### src/rtl/cga_pkg.sv
// Shared types, constants and the 5153 default-palette generator for the CGA palette mapper.
package cga_pkg;

    typedef struct packed {
        logic i;
        logic r;
        logic g;
        logic b;
    } rgbi_t;

    typedef enum logic {
        IDLE = 1'b0,
        LOAD = 1'b1
    } load_state_t;

    localparam logic [3:0] IDX_BROWN = 4'd6;
    localparam int         PAL_DEPTH = 16;
    localparam int         CH_W_MAX  = 8;

    // Each channel is {c,i} repeated from the MSB down; odd widths simply lose the last i bit.
    function automatic logic [3*CH_W_MAX-1:0] cga_default(
        input logic [3:0] idx,
        input int         ch_w,
        input logic       brown_fix
    );
        rgbi_t      px;
        logic [1:0] v_r;
        logic [1:0] v_g;
        logic [1:0] v_b;
        logic [7:0] c_r;
        logic [7:0] c_g;
        logic [7:0] c_b;
        px  = rgbi_t'(idx);
        v_r = {px.r, px.i};
        v_g = {px.g, px.i};
        v_b = {px.b, px.i};
        if (brown_fix && (idx == IDX_BROWN)) begin
            v_g = 2'b01;
        end
        c_r = '0;
        c_g = '0;
        c_b = '0;
        for (int j = 0; j < CH_W_MAX; j++) begin
            if (j < ch_w) begin
                c_r = {c_r[6:0], v_r[~j[0]]};
                c_g = {c_g[6:0], v_g[~j[0]]};
                c_b = {c_b[6:0], v_b[~j[0]]};
            end
        end
        return ({16'd0, c_r} << (2 * ch_w)) | ({16'd0, c_g} << ch_w) | {16'd0, c_b};
    endfunction

endpackage

### src/rtl/cga_pal_regfile.sv
// 16-entry palette storage with one write port and registered read port(s).
// Optional second read port when CGA_PAL_READBACK_EN is defined.
module cga_pal_regfile
    import cga_pkg::*;
#(
    parameter int CH_W = 2
) (
    input  logic              clk,
    input  logic              rst,
    input  logic              we,
    input  logic [3:0]        waddr,
    input  logic [3*CH_W-1:0] wdata,
    input  logic [3:0]        raddr,
    input  logic              rd_clr,
    output logic [3*CH_W-1:0] rdata
`ifdef CGA_PAL_READBACK_EN
    ,
    input  logic [3:0]        rd2_addr,
    output logic [3*CH_W-1:0] rd2_data
`endif
);

    logic [3*CH_W-1:0] r_mem [PAL_DEPTH];
    logic [3*CH_W-1:0] r_rdata;

    always_ff @(posedge clk) begin
        if (we) begin
            r_mem[waddr] <= wdata;
        end
    end

    // Reads sample the array before this edge's write lands, so a same-index collision sees old data.
    always_ff @(posedge clk) begin
        if (rst || rd_clr) begin
            r_rdata <= '0;
        end else begin
            r_rdata <= r_mem[raddr];
        end
    end

    assign rdata = r_rdata;

`ifdef CGA_PAL_READBACK_EN
    logic [3*CH_W-1:0] r_rd2_data;

    always_ff @(posedge clk) begin
        if (rst) begin
            r_rd2_data <= '0;
        end else begin
            r_rd2_data <= r_mem[rd2_addr];
        end
    end

    assign rd2_data = r_rd2_data;
`endif

endmodule

### src/rtl/cga_palette_mapper.sv
// RGBI-to-RGB palette stage: 2-cycle pixel pipeline, default-load FSM, host write port.
// Defining CGA_PAL_READBACK_EN adds the rd_addr/rd_data palette readback port.
//
// state | meaning
// IDLE  | palette live, host writes accepted
// LOAD  | writing default entry load_ptr each cycle, outputs blanked
module cga_palette_mapper
    import cga_pkg::*;
#(
    parameter int CH_W      = 2,
    parameter int BROWN_FIX = 1
) (
    input  logic              clk,
    input  logic              rst,
    input  logic              pix_valid,
    input  logic [3:0]        pix_rgbi,
    input  logic              blank_in,
    input  logic              hs_in,
    input  logic              vs_in,
    output logic [CH_W-1:0]   r_out,
    output logic [CH_W-1:0]   g_out,
    output logic [CH_W-1:0]   b_out,
    output logic              out_valid,
    output logic              hs_out,
    output logic              vs_out,
    input  logic              wr_valid,
    output logic              wr_ready,
    input  logic [3:0]        wr_addr,
    input  logic [3*CH_W-1:0] wr_data,
    input  logic              pal_reload,
    output logic              busy
`ifdef CGA_PAL_READBACK_EN
    ,
    input  logic [3:0]        rd_addr,
    output logic [3*CH_W-1:0] rd_data
`endif
);

    localparam logic [3:0] LAST_PTR = 4'(PAL_DEPTH - 1);

    load_state_t r_state;
    load_state_t w_state_nxt;
    logic [3:0]  r_load_ptr;
    logic [3:0]  w_ptr_nxt;

    rgbi_t r_s1_idx;
    logic  r_s1_valid;
    logic  r_s1_blank;
    logic  r_s1_hs;
    logic  r_s1_vs;
    logic  r_s2_valid;
    logic  r_s2_hs;
    logic  r_s2_vs;

    logic              w_we;
    logic [3:0]        w_waddr;
    logic [3*CH_W-1:0] w_wdata;
    logic [3*CH_W-1:0] w_def;
    logic [3*CH_W-1:0] w_rd;
    logic              w_rd_clr;

    always_ff @(posedge clk) begin
        if (rst) begin
            r_state    <= LOAD;
            r_load_ptr <= '0;
        end else begin
            r_state    <= w_state_nxt;
            r_load_ptr <= w_ptr_nxt;
        end
    end

    always_comb begin
        w_state_nxt = r_state;
        w_ptr_nxt   = r_load_ptr;
        case (r_state)
            IDLE: begin
                if (pal_reload) begin
                    w_state_nxt = LOAD;
                    w_ptr_nxt   = '0;
                end
            end
            LOAD: begin
                if (pal_reload) begin
                    w_ptr_nxt = '0;
                end else begin
                    w_ptr_nxt = r_load_ptr + 4'd1;
                    if (r_load_ptr == LAST_PTR) begin
                        w_state_nxt = IDLE;
                    end
                end
            end
            default: begin
                w_state_nxt = LOAD;
                w_ptr_nxt   = '0;
            end
        endcase
    end

    assign busy     = (r_state == LOAD);
    assign wr_ready = (r_state == IDLE);

    assign w_def   = (3*CH_W)'(cga_default(r_load_ptr, CH_W, (BROWN_FIX != 0)));
    assign w_we    = busy | (wr_valid & wr_ready);
    assign w_waddr = busy ? r_load_ptr : wr_addr;
    assign w_wdata = busy ? w_def : wr_data;

    // Blanking keys off the next state so the colour outputs drop in the same cycle busy rises.
    assign w_rd_clr = r_s1_blank | (w_state_nxt == LOAD);

    always_ff @(posedge clk) begin
        if (rst) begin
            r_s1_idx   <= '0;
            r_s1_valid <= 1'b0;
            r_s1_blank <= 1'b0;
            r_s1_hs    <= 1'b0;
            r_s1_vs    <= 1'b0;
            r_s2_valid <= 1'b0;
            r_s2_hs    <= 1'b0;
            r_s2_vs    <= 1'b0;
        end else begin
            r_s1_idx   <= rgbi_t'(pix_rgbi);
            r_s1_valid <= pix_valid;
            r_s1_blank <= blank_in;
            r_s1_hs    <= hs_in;
            r_s1_vs    <= vs_in;
            r_s2_valid <= r_s1_valid;
            r_s2_hs    <= r_s1_hs;
            r_s2_vs    <= r_s1_vs;
        end
    end

    cga_pal_regfile #(
        .CH_W (CH_W)
    ) u_regfile (
        .clk      (clk),
        .rst      (rst),
        .we       (w_we),
        .waddr    (w_waddr),
        .wdata    (w_wdata),
        .raddr    (r_s1_idx),
        .rd_clr   (w_rd_clr),
        .rdata    (w_rd)
`ifdef CGA_PAL_READBACK_EN
        ,
        .rd2_addr (rd_addr),
        .rd2_data (rd_data)
`endif
    );

    assign r_out     = w_rd[3*CH_W-1:2*CH_W];
    assign g_out     = w_rd[2*CH_W-1:CH_W];
    assign b_out     = w_rd[CH_W-1:0];
    assign out_valid = r_s2_valid;
    assign hs_out    = r_s2_hs;
    assign vs_out    = r_s2_vs;

endmodule

### config.mk
export PLATFORM = sky130hd
export DESIGN_NAME = cga_palette_mapper
export DESIGN_NICKNAME = d
export VERILOG_FILES = /design/src/rtl/cga_pkg.sv /design/src/rtl/cga_pal_regfile.sv /design/src/rtl/cga_palette_mapper.sv
export SDC_FILE = /design/constraint.sdc
export NUM_CORES = 1
export LEC_CHECK = 0
export CAP_MARGIN = 30
export CORE_ASPECT_RATIO = 0.6
export CORE_MARGIN = 2
export CORE_UTILIZATION = 56
export DETAILED_ROUTE_END_ITERATION = 7
export DONT_BUFFER_PORTS = 1
export HOLD_SLACK_MARGIN = 0.12
export PLACE_DENSITY = 0.74
export SLEW_MARGIN = 0
export SYNTH_ARGS = -nofsm -noshare
export SYNTH_HDL_FRONTEND = slang
export SYNTH_HIERARCHICAL = 1
export SYNTH_SLANG_ARGS = --single-unit
### constraint.sdc
create_clock -name clk -period 1.9 [get_ports clk]
set_clock_uncertainty 0.05 [all_clocks]
set_input_delay 0.285 -clock clk [delete_from_list [all_inputs] [get_ports clk]]
set_output_delay 0.285 -clock clk [all_outputs]
set_load 0.005 [all_outputs]
# Word-level counts from Yosys, hierarchy flattened

Memories as Yosys holds them, arrays and structs flattened. A register that Yosys moved wholly into a read port is not among the register bits.
Cells that the tools add are included.

$add $sub $neg: 1
Eq/ne operators: 3
Multiplexer cells: 12
Bitwise logic cells: 6
Reduce and logical (&&, ||, !) cells: 1

Operators by type and width:

| operator                                                                 | count |
|---|---|
| 4-bit two-way mux                                                        | 3 |
| 4-bit case mux with 2 select lines                                       | 1 |
| 6-bit two-way mux                                                        | 1 |
| 6-bit by 2-bit bitwise OR with 6-bit output                              | 1 |
| 6-bit by 4-bit bitwise OR with 6-bit output                              | 1 |
| 1-bit two-way mux                                                        | 5 |
| 4-bit by 1-bit adder with 4-bit output (second input constant)           | 1 |
| 4-bit by 3-bit equality test with 1-bit output (second input constant)   | 1 |
| 4-bit equality test (second input constant)                              | 1 |
| 2-bit two-way mux                                                        | 1 |
| 2-bit by 1-bit inequality test with 1-bit output (second input constant) | 1 |
| 1-bit bitwise OR                                                         | 2 |
| 1-bit case mux with 2 select lines                                       | 1 |
| 1-bit bitwise AND                                                        | 1 |
| 1-bit logical OR                                                         | 1 |
| 1-bit NOT                                                                | 1 |

Register bits after elaboration: 16
Memory bits (writable): 96
Bits of input ports: 22
Memories: 1

Memories:

| memory          | words | bits a word | read ports | clocked after Yosys merged registers in | wr ports | RTL line              | text |
|---|---|---|---|---|---|---|---|
| u_regfile.r_mem | 16    | 6           | 1          | 1                                       | 1        | cga_pal_regfile.sv:23 | `logic [3*CH_W-1:0] r_mem [PAL_DEPTH];` |

# Longest topological paths before layout

Gate-level depths: netlist of the first run.

Word-level depth: 6
Mapped depth: 7

# Cells and area by module

Netlist of the first run, hierarchy kept.

By module, submodules not included:

| module             | instances | cells an instance | area an instance (µm²) | seq. area each (µm²) |
|---|---|---|---|---|
| cga_pal_regfile    | 1         | 189               | 3955.0                 | 3002.9 |
| cga_palette_mapper | 1         | 75                | 670.6                  | 320.3 |

# Least setup slack after synthesis of the first run

OpenSTA, ideal clock, no wires.

Kind: reg-to-reg
Start: reg r_state (netlist: busy)
End: mem u_regfile/r_mem[0][0] (netlist bit), enable pin
Library setup time: 377 ps
Arrival: 1648 ps
Required time: 1473 ps
Path slack: -175 ps
Stages on the path, launching flop included: 5
Buffers on the path: 1
Clock period less this slack: 2075 ps
Cells stage by stage: dfxtp_1 buf_2 o21ai_0 or3b_1 nor3_1

Elaborated cells on any way between the ends: 6
Those cells by class: mux: 3; bitwise: 3

RTL lines:

| what                   | RTL line                  | text |
|---|---|---|
| from (decl)            | cga_palette_mapper.sv:41  | `load_state_t r_state;` |
| from (signal assigned) | cga_palette_mapper.sv:67  | `r_state <= w_state_nxt;` |
| 4-bit two-way mux      | cga_palette_mapper.sv:104 | `assign w_waddr = busy ? r_load_ptr : wr_addr;` |
| via w_waddr[2]         | cga_palette_mapper.sv:56  | `logic [3:0] w_waddr;` |
| to (decl)              | cga_pal_regfile.sv:23     |  |

The timed path passes the listed nets, and every way through them passes these cells.

# Worst setup path after layout of the first run

Start: reg r_state (netlist: busy)
End: mem u_regfile/r_mem[14][3] (netlist bit), enable pin

The elaborated chain is that of the path after synthesis.

==> impl_metrics.yaml, run 1 <==
sta:
  final.min_clock_period_ns: 1.83
  final_max_slew_viol_count: 0
  postLayoutSetupSlackWorst_ns: 0.0723
  setup_viol_count_final: 0
  fmax_ghz: 0.547
  timing_hold_violations_final: 0
  totalNegativeSetupSlack_ns: 0
  final.period_utilization_pct: 96.2
  tightestPinTransition_ns: 0.500
  maxSlewHeadroom_pct: 66.6
yosys:
  area_share_of_the_leading_cell_type_in_the_synthesized_netlist_pct: 62.3
  mappedNetlistNets: 288
  synth-seq-area-share_pct: 71.8
  post_synth_num_cell_types: 42
  synthCells: 264
  yosysWarningCount: 6
  synth_top_cell_by_area: "sky130_fd_sc_hd__edfxtp_1"
  syn_area_sq_um: 4630
  cell_types_with_the_largest_area_share_after_synthesis: "sky130_fd_sc_hd__edfxtp_1, sky130_fd_sc_hd__dfxtp_1, sky130_fd_sc_hd__mux4_2"
  syn_avg_cell_area_sq_um: 17.5
  yosys_register_bits: 118
  synth_edf_count: 96
  async_flop_share_pct: 0
  synth_flop_cell: "sky130_fd_sc_hd__edfxtp_1"
global_routing:
  grt_use_total_pct: 24.7
  overflow: 0
  grt_max_degree: 17
  grt_antenna_before_repair: 0
  grt_pass1_vias: 2589
  grt_first_pass_wirelength_microns: 15100
floorplan:
  die_height_microns: 74.4
  initial_utilization_pct: 58.2
  die_width_microns: 121
  fp.dieArea_sq_um: 9030
  io_pins: 33
  row_count: 25
  core_area_sq_um: 7950
placement:
  routabilityCongestion: 0.920
  hpwlAfterDp_microns: 6080
  port-buffer-count: 0
  placed_cell_area_sq_um: 5010
  placement.setup.worst_slack_ns: -0.0472
cells_and_area:
  layout.nets: 345
  post-route-util_pct: 72.9
  flow.area_growth_from_synthesis_pct: 25.2
  finish.instance_area_sq_um: 5790
  drive_above_1_share_pct: 30.8
  antenna-diode-count: 0
  nFillCells: 509
clocking:
  clk_path_buf_depth: 2
  numCtsBuffers: 17
  h-tree-depth: 4
  clkSlewWorstSetupHoldPaths_ns: 0.05
  clkSinkCount: 118
  postCtsSetupBuffers: 0
  clockRootBuffer: "sky130_fd_sc_hd__clkbuf_16"
  tritoncts_clock_tree: "yes"
  clock_latency_ns: 0.40
critical_path:
  r2r-end: "u_regfile/r_mem[14][3]"
  cp-start-kind: "flop"
  timing.reg2reg.worst_path_depth: 4
  critical_path.slowest_cell: "sky130_fd_sc_hd__o21ai_0"
  crit_path_end_kind: "flop"
  worst-endpoint-required_ns: 1.97
  rrSetupSlack_ns: 0.07
  reg2reg_from: "busy"
  cp_slowest_stage_delay_ns: 0.42
  path_max_fanout: 13
  startpoint: "busy"
  timing.critical_path.cells: "o21ai_0 -> nand3_1 -> nor2_1 -> buf_4"
  path_class: "reg2reg"
  crit_path_end: "u_regfile/r_mem[14][3]"
  worstPathArrival_ns: 1.90
outcome:
  outcome: "finished, final reports clean"
routing:
  drc: 0
  dr_total_vias: 2574
  route.detailed.wl_per_inst_microns: 21.7
  postRouteWirelength_microns: 9610
  dr.pass1.iters: 5
  route.detailed.vias_per_inst: 5.82
  dr.first_iter.drc_count: 367
  postRouteAntennaNets: 0
power_and_ir_drop:
  post-layout-total-power_w: 0.00616
  p_leak_nw: 2.12
  power_density_nw_per_um2: 1060
  vdd_ir_drop_max_mv: 0.781
worst_hold_path:
  min-delay-path-class: "in2reg"
run:
  cap_viol_max_count: 0
==> synthesized netlist by cell type, types with 2 or more instances <==
cell,count
sky130_fd_sc_hd__nor3_1,5
sky130_fd_sc_hd__a221o_1,2
sky130_fd_sc_hd__nand3b_1,3
sky130_fd_sc_hd__nand2_1,7
sky130_fd_sc_hd__mux4_1,7
sky130_fd_sc_hd__nand3_1,2
sky130_fd_sc_hd__a211oi_1,5
sky130_fd_sc_hd__buf_2,4
sky130_fd_sc_hd__edfxtp_1,96
sky130_fd_sc_hd__and2b_1,5
sky130_fd_sc_hd__o22ai_1,4
sky130_fd_sc_hd__nor4b_1,2
sky130_fd_sc_hd__o32ai_1,2
sky130_fd_sc_hd__ha_1,2
sky130_fd_sc_hd__a21oi_1,3
sky130_fd_sc_hd__inv_1,12
sky130_fd_sc_hd__nor2b_1,10
sky130_fd_sc_hd__nor2_1,17
sky130_fd_sc_hd__mux4_2,15
sky130_fd_sc_hd__nand2b_1,3
sky130_fd_sc_hd__mux2i_1,8
sky130_fd_sc_hd__dfxtp_1,22
sky130_fd_sc_hd__clkbuf_1,2
sky130_fd_sc_hd__o21ai_0,8
==> final cells by class <==
type                    instances  area (sq um)  area share, %
clock inverters                 9          98.8           1.71
multi-input cells             123          1270           21.9
repair buffers                 49           430           7.43
well taps                     108           135           2.33
flip-flops and latches        118          3330           57.4
inverters                      12          45.0          0.778
clock buffers                  23           488           8.42
==> worst min-delay path by stage <==
stage	start	to	slack, ns	cells after the start
3_5_place_dp	rst	r_s1_blank	0.31	1
6_report	pal_reload	r_load_ptr[3]	0.15	2
2_1_floorplan	rst	r_s1_valid	0.31	1
3_3_place_gp	rst	out_valid	0.31	1
5_1_grt	pal_reload	r_load_ptr[3]	0.17	2
4_1_cts	pal_reload	r_load_ptr[3]	0.13	2
==> cells in the final DEF (no fill, tap or decap), types with 3 or more instances in the layout <==
cell                            count
sky130_fd_sc_hd__inv_1             12
sky130_fd_sc_hd__and2b_1            5
sky130_fd_sc_hd__buf_12             3
sky130_fd_sc_hd__nand2b_1           3
sky130_fd_sc_hd__nor2_1            15
sky130_fd_sc_hd__o22ai_1            4
sky130_fd_sc_hd__mux4_2            15
sky130_fd_sc_hd__clkbuf_8           4
sky130_fd_sc_hd__dlygate4sd3_1     10
sky130_fd_sc_hd__nor3_1             4
sky130_fd_sc_hd__dfxtp_2            3
sky130_fd_sc_hd__nand3b_1           3
sky130_fd_sc_hd__clkinv_2           4
sky130_fd_sc_hd__a21oi_1            3
sky130_fd_sc_hd__a211oi_1           3
sky130_fd_sc_hd__o21ai_0            5
sky130_fd_sc_hd__buf_4             36
sky130_fd_sc_hd__clkbuf_16         17
sky130_fd_sc_hd__mux4_1             7
sky130_fd_sc_hd__mux2i_1            8
sky130_fd_sc_hd__nand2_1            6
sky130_fd_sc_hd__nor2b_1           10
sky130_fd_sc_hd__dfxtp_1           19
sky130_fd_sc_hd__edfxtp_1          96
==> sequential cells by signal, summed over array words and instances (netlist names), 4 cells and up <==
name             count
u_regfile/rdata      6
u_regfile/r_mem     96
r_s1_idx             4
r_load_ptr           4
==> cell families after synthesis <==
family	synth area share, %
AOI/OAI and AO/OA	4.11
muxes	13.3
DFF	71.8
xor gates and xnor gates	0.189
and+or+nand+nor	7.22
buffers and inverters	2.84
adders and majority gates	0.541
==> layer usage <==
| metal | vias to the layer above | wire length (microns) | global-route usage [%] |
|---|---|---|---|
| met1 | 1313 | 4380 | 35.4 |
| met2 | 98 | 4400 | 36.9 |
| li1 | 1151 | - | - |
| met3 | 12 | 719 | 7.59 |
| met5 | - | 0 | 0 |
| met4 | 0 | 114 | 8.43 |
==> metrics by stage <==
| step | hold WS [ns] | instances |
|---|---|---|
| after floorplan | 0.307 | 264 |
| after global placement | 0.308 | 400 |
| after detailed placement | 0.309 | 400 |
| after CTS | 0.131 | 442 |
| after global routing | 0.171 | 442 |
| final | 0.146 | 442 |
==> timing repair <==
item                       in CTS  in global routing
pin swaps                       3                  4
gates resized for setup        13                 11
setup endpoints to repair      21                 66
hold endpoints to repair       17                  0
hold buffers                   10                  0
==> critical path, delay by kind of cell (launching register included) <==
| kind | cells | cell delay (ns) |
|---|---|---|
| AO/OA/AOI/OAI | 1 | 0.42 |
| buffers and inverters | 1 | 0.18 |
| flip-flops | 1 | 0.38 |
| AND/OR/NAND/NOR | 2 | 0.51 |
==> report_power, final <==
group | leakage (nW) | total (W) | switching, W | internal, W
logic | 0.727 | 0.000227 | 0.000111 | 0.000116
clock network | 0.286 | 0.00311 | 0.00106 | 0.00205
registers | 1.11 | 0.00282 | 0.0000158 | 0.00281
total | 2.12 | 0.00616 | 0.00119 | 0.00498
Note: power is estimated with default switching activity, not from simulation.
==> inputs of run 2 (changes only) <==
- SYNTH_HIERARCHICAL: 1 -> unset
==> run 2 against run 1 <==
  * The flow now finishes with violations (negative setup slack)
  * Worst setup slack worse by 0.12 ns
  * Combinational power down 10%
  * Sequential power about the same
  * Global-route usage down 1.2 points
  * Routed wire length down 3.1%
  * Count of clock-buffer cells in the layout down 5
==> impl_metrics.yaml, run 2 <==
sta:
  rsz_0062_raised_after_global_routing: "true"
  final.min_clock_period_ns: 1.94
  setup_viol_count_final: 6
  tightestPinTransition_ns: 0.788
  final.period_utilization_pct: 102
  final_max_slew_viol_count: 0
  postLayoutSetupSlackWorst_ns: -0.0449
  fmax_ghz: 0.514
  timing_hold_violations_final: 0
  maxSlewHeadroom_pct: 47.3
  final.hold.worst_slack_ns: 0.268
routing:
  routed-wl-met2_microns: 4120
  top_layer_used: "met4"
  route.detailed.wl_per_inst_microns: 22.8
  drc: 0
  postRouteAntennaNets: 0
  route.detailed.vias_per_inst: 5.98
  met3_wirelength_microns: 830
  dr.pass1.iters: 7
  dr.first_iter.drc_count: 276
  dr_total_vias: 2440
  postRouteWirelength_microns: 9310
  m1WireLength_microns: 4250
cells_and_area:
  commonest_non_fill_non_tap_cell_in_the_layout: "sky130_fd_sc_hd__edfxtp_1"
  largest_register_ff_count: 96
  most-common-layout-cells: "sky130_fd_sc_hd__edfxtp_1, sky130_fd_sc_hd__dfxtp_1, sky130_fd_sc_hd__mux4_1"
  flow.area_growth_from_synthesis_pct: 20.1
  drive_above_1_share_pct: 21.0
  antenna-diode-count: 0
  multi_input_area_sq_um: 1230
  layout.nets: 311
  nFillCells: 501
  largest-register: "u_regfile.r_mem"
  layout.area.seq_sq_um: 3320
global_routing:
  grt_first_pass_wirelength_microns: 14400
  grt_use_total_pct: 23.5
  grt_antenna_before_repair: 0
  grt_max_degree: 29
  grt_pass1_vias: 2407
  overflow: 0
clocking:
  clk_path_buf_depth: 2
  clock_latency_ns: 0.41
  postCtsSetupBuffers: 0
  clockRootBuffer: "sky130_fd_sc_hd__clkbuf_16"
  tritoncts_clock_tree: "yes"
  numCtsBuffers: 17
  h-tree-depth: 4
  clkSinkCount: 118
  clkSlewWorstSetupHoldPaths_ns: 0.05
critical_path:
  reg2reg_from: "busy"
  path_max_fanout: 28
  crit_path_end_kind: "flop"
  worst-endpoint-required_ns: 1.89
  startpoint: "busy"
  worstPathArrival_ns: 1.93
  path_class: "reg2reg"
  cp-start-kind: "flop"
yosys:
  post_synth_num_cell_types: 31
  synth_flop_cell: "sky130_fd_sc_hd__edfxtp_1"
  area_share_of_the_leading_cell_type_in_the_synthesized_netlist_pct: 62.1
  syn_area_sq_um: 4650
  post_synth_most_frequent_cells: "sky130_fd_sc_hd__edfxtp_1, sky130_fd_sc_hd__nor2_1, sky130_fd_sc_hd__dfxtp_1, sky130_fd_sc_hd__mux4_1, sky130_fd_sc_hd__nor2b_1"
  synth-seq-area-share_pct: 71.5
  cell_types_with_the_largest_area_share_after_synthesis: "sky130_fd_sc_hd__edfxtp_1, sky130_fd_sc_hd__mux4_1, sky130_fd_sc_hd__dfxtp_1"
  yosys_register_bits: 118
  most_numerous_cell_in_the_yosys_netlist: "sky130_fd_sc_hd__edfxtp_1"
  yosysWarningCount: 0
  synth_top_cell_by_area: "sky130_fd_sc_hd__edfxtp_1"
  syn_avg_cell_area_sq_um: 18.3
  async_flop_share_pct: 0
  synth_edf_count: 96
  synthCells: 254
  mappedNetlistNets: 278
power_and_ir_drop:
  power_density_nw_per_um2: 1100
  vdd_ir_drop_max_mv: 1.11
  post-layout-total-power_w: 0.00616
  p_leak_nw: 1.99
placement:
  routabilityCongestion: 0.792
  hpwlAfterDp_microns: 5920
  port-buffer-count: 0
outcome:
  violations: "negative setup slack"
  outcome: "finished, violations left"
worst_hold_path:
  min-delay-path-class: "in2reg"
  min-delay-start: "wr_data[2]"
floorplan:
  die_width_microns: 122
  io_pins: 33
  core_area_sq_um: 7950
  die_height_microns: 74.6
  initial_utilization_pct: 58.5
  row_count: 25
  fp.dieArea_sq_um: 9060
run:
  cap_viol_max_count: 0
==> run 2: cells by family after synthesis <==
| family | count (synthesis) | share of synthesized area (%) |
|---|---|---|
| AO/OA/AOI/OAI | 24 | 3.53 |
| buffers and inverters | 22 | 2.53 |
| adder cells (fa/ha/maj) | 2 | 0.539 |
| multiplexers | 38 | 16.4 |
| AND/OR/NAND/NOR | 47 | 4.90 |
| flip-flops | 118 | 71.5 |
| XOR/XNOR | 3 | 0.566 |
==> run 2: what timing repair did <==
item	in CTS	in global routing
pin swaps	0	0
gates resized for setup	1	9
endpoints found under the hold margin	16	0
endpoints found under the setup margin	16	66
cloned	0	0
hold buffers	10	0
==> run 2: power breakdown <==
part	internal [W]	leakage, nW	switching (W)	total, W
Sequential	0.00281	1.11	0.0000123	0.00282
Clock	0.00204	0.274	0.00110	0.00314
Combinational	0.000104	0.609	0.000101	0.000204
==> run 2: layout make-up <==
type | instances | area share, %
clock buffer | 18 | 7.69
clock inverter | 14 | 2.87
inverter | 9 | 0.606
multi-input combinational | 114 | 22.1
sequential | 118 | 59.6
tap | 108 | 2.42
timing repair buffer | 27 | 4.76
==> run 2: metrics by stage <==
step                cell area [sq um]  setup TNS, ns  util, %  worst slack (ns)  cells
floorplan                        4650              0        -             0.146    254
global placement                 4860              0     61.2            0.0888    366
detailed placement               4860         -0.774     61.2           -0.0486    366
CTS                              5560              0     69.9           0.00285    408
global route                     5580          -2.22     70.2            -0.123    408
finish                           5580         -0.250     70.2           -0.0449    408
==> run 2: path summary, 6_finish.rpt <==
path,slack (ns),cells after the start,end
worst max-delay path,-0.04,4,u_regfile.r_mem[3][4]
worst min-delay path,0.27,2,u_regfile.r_mem[5][2]
worst max register to register,-0.04,4,u_regfile.r_mem[3][4]
worst min register to register,0.38,1,vs_out
==> run 2: routing by layer <==
| layer | global-route usage [%] | vias to the layer above |
|---|---|---|
| met3 | 8.97 | 14 |
| met4 | 7.41 | 0 |
| met2 | 33.9 | 94 |
| li1 | - | 1089 |
| met5 | 0 | - |
| met1 | 33.8 | 1243 |
==> run 2: worst max-delay path, stage by stage (launching register included) <==
cell and delay, ns:
sky130_fd_sc_hd__dfxtp_1 0.32, sky130_fd_sc_hd__buf_12 0.16, sky130_fd_sc_hd__nor2b_1 0.17, sky130_fd_sc_hd__a32oi_1 0.18
sky130_fd_sc_hd__nor2_1 0.68
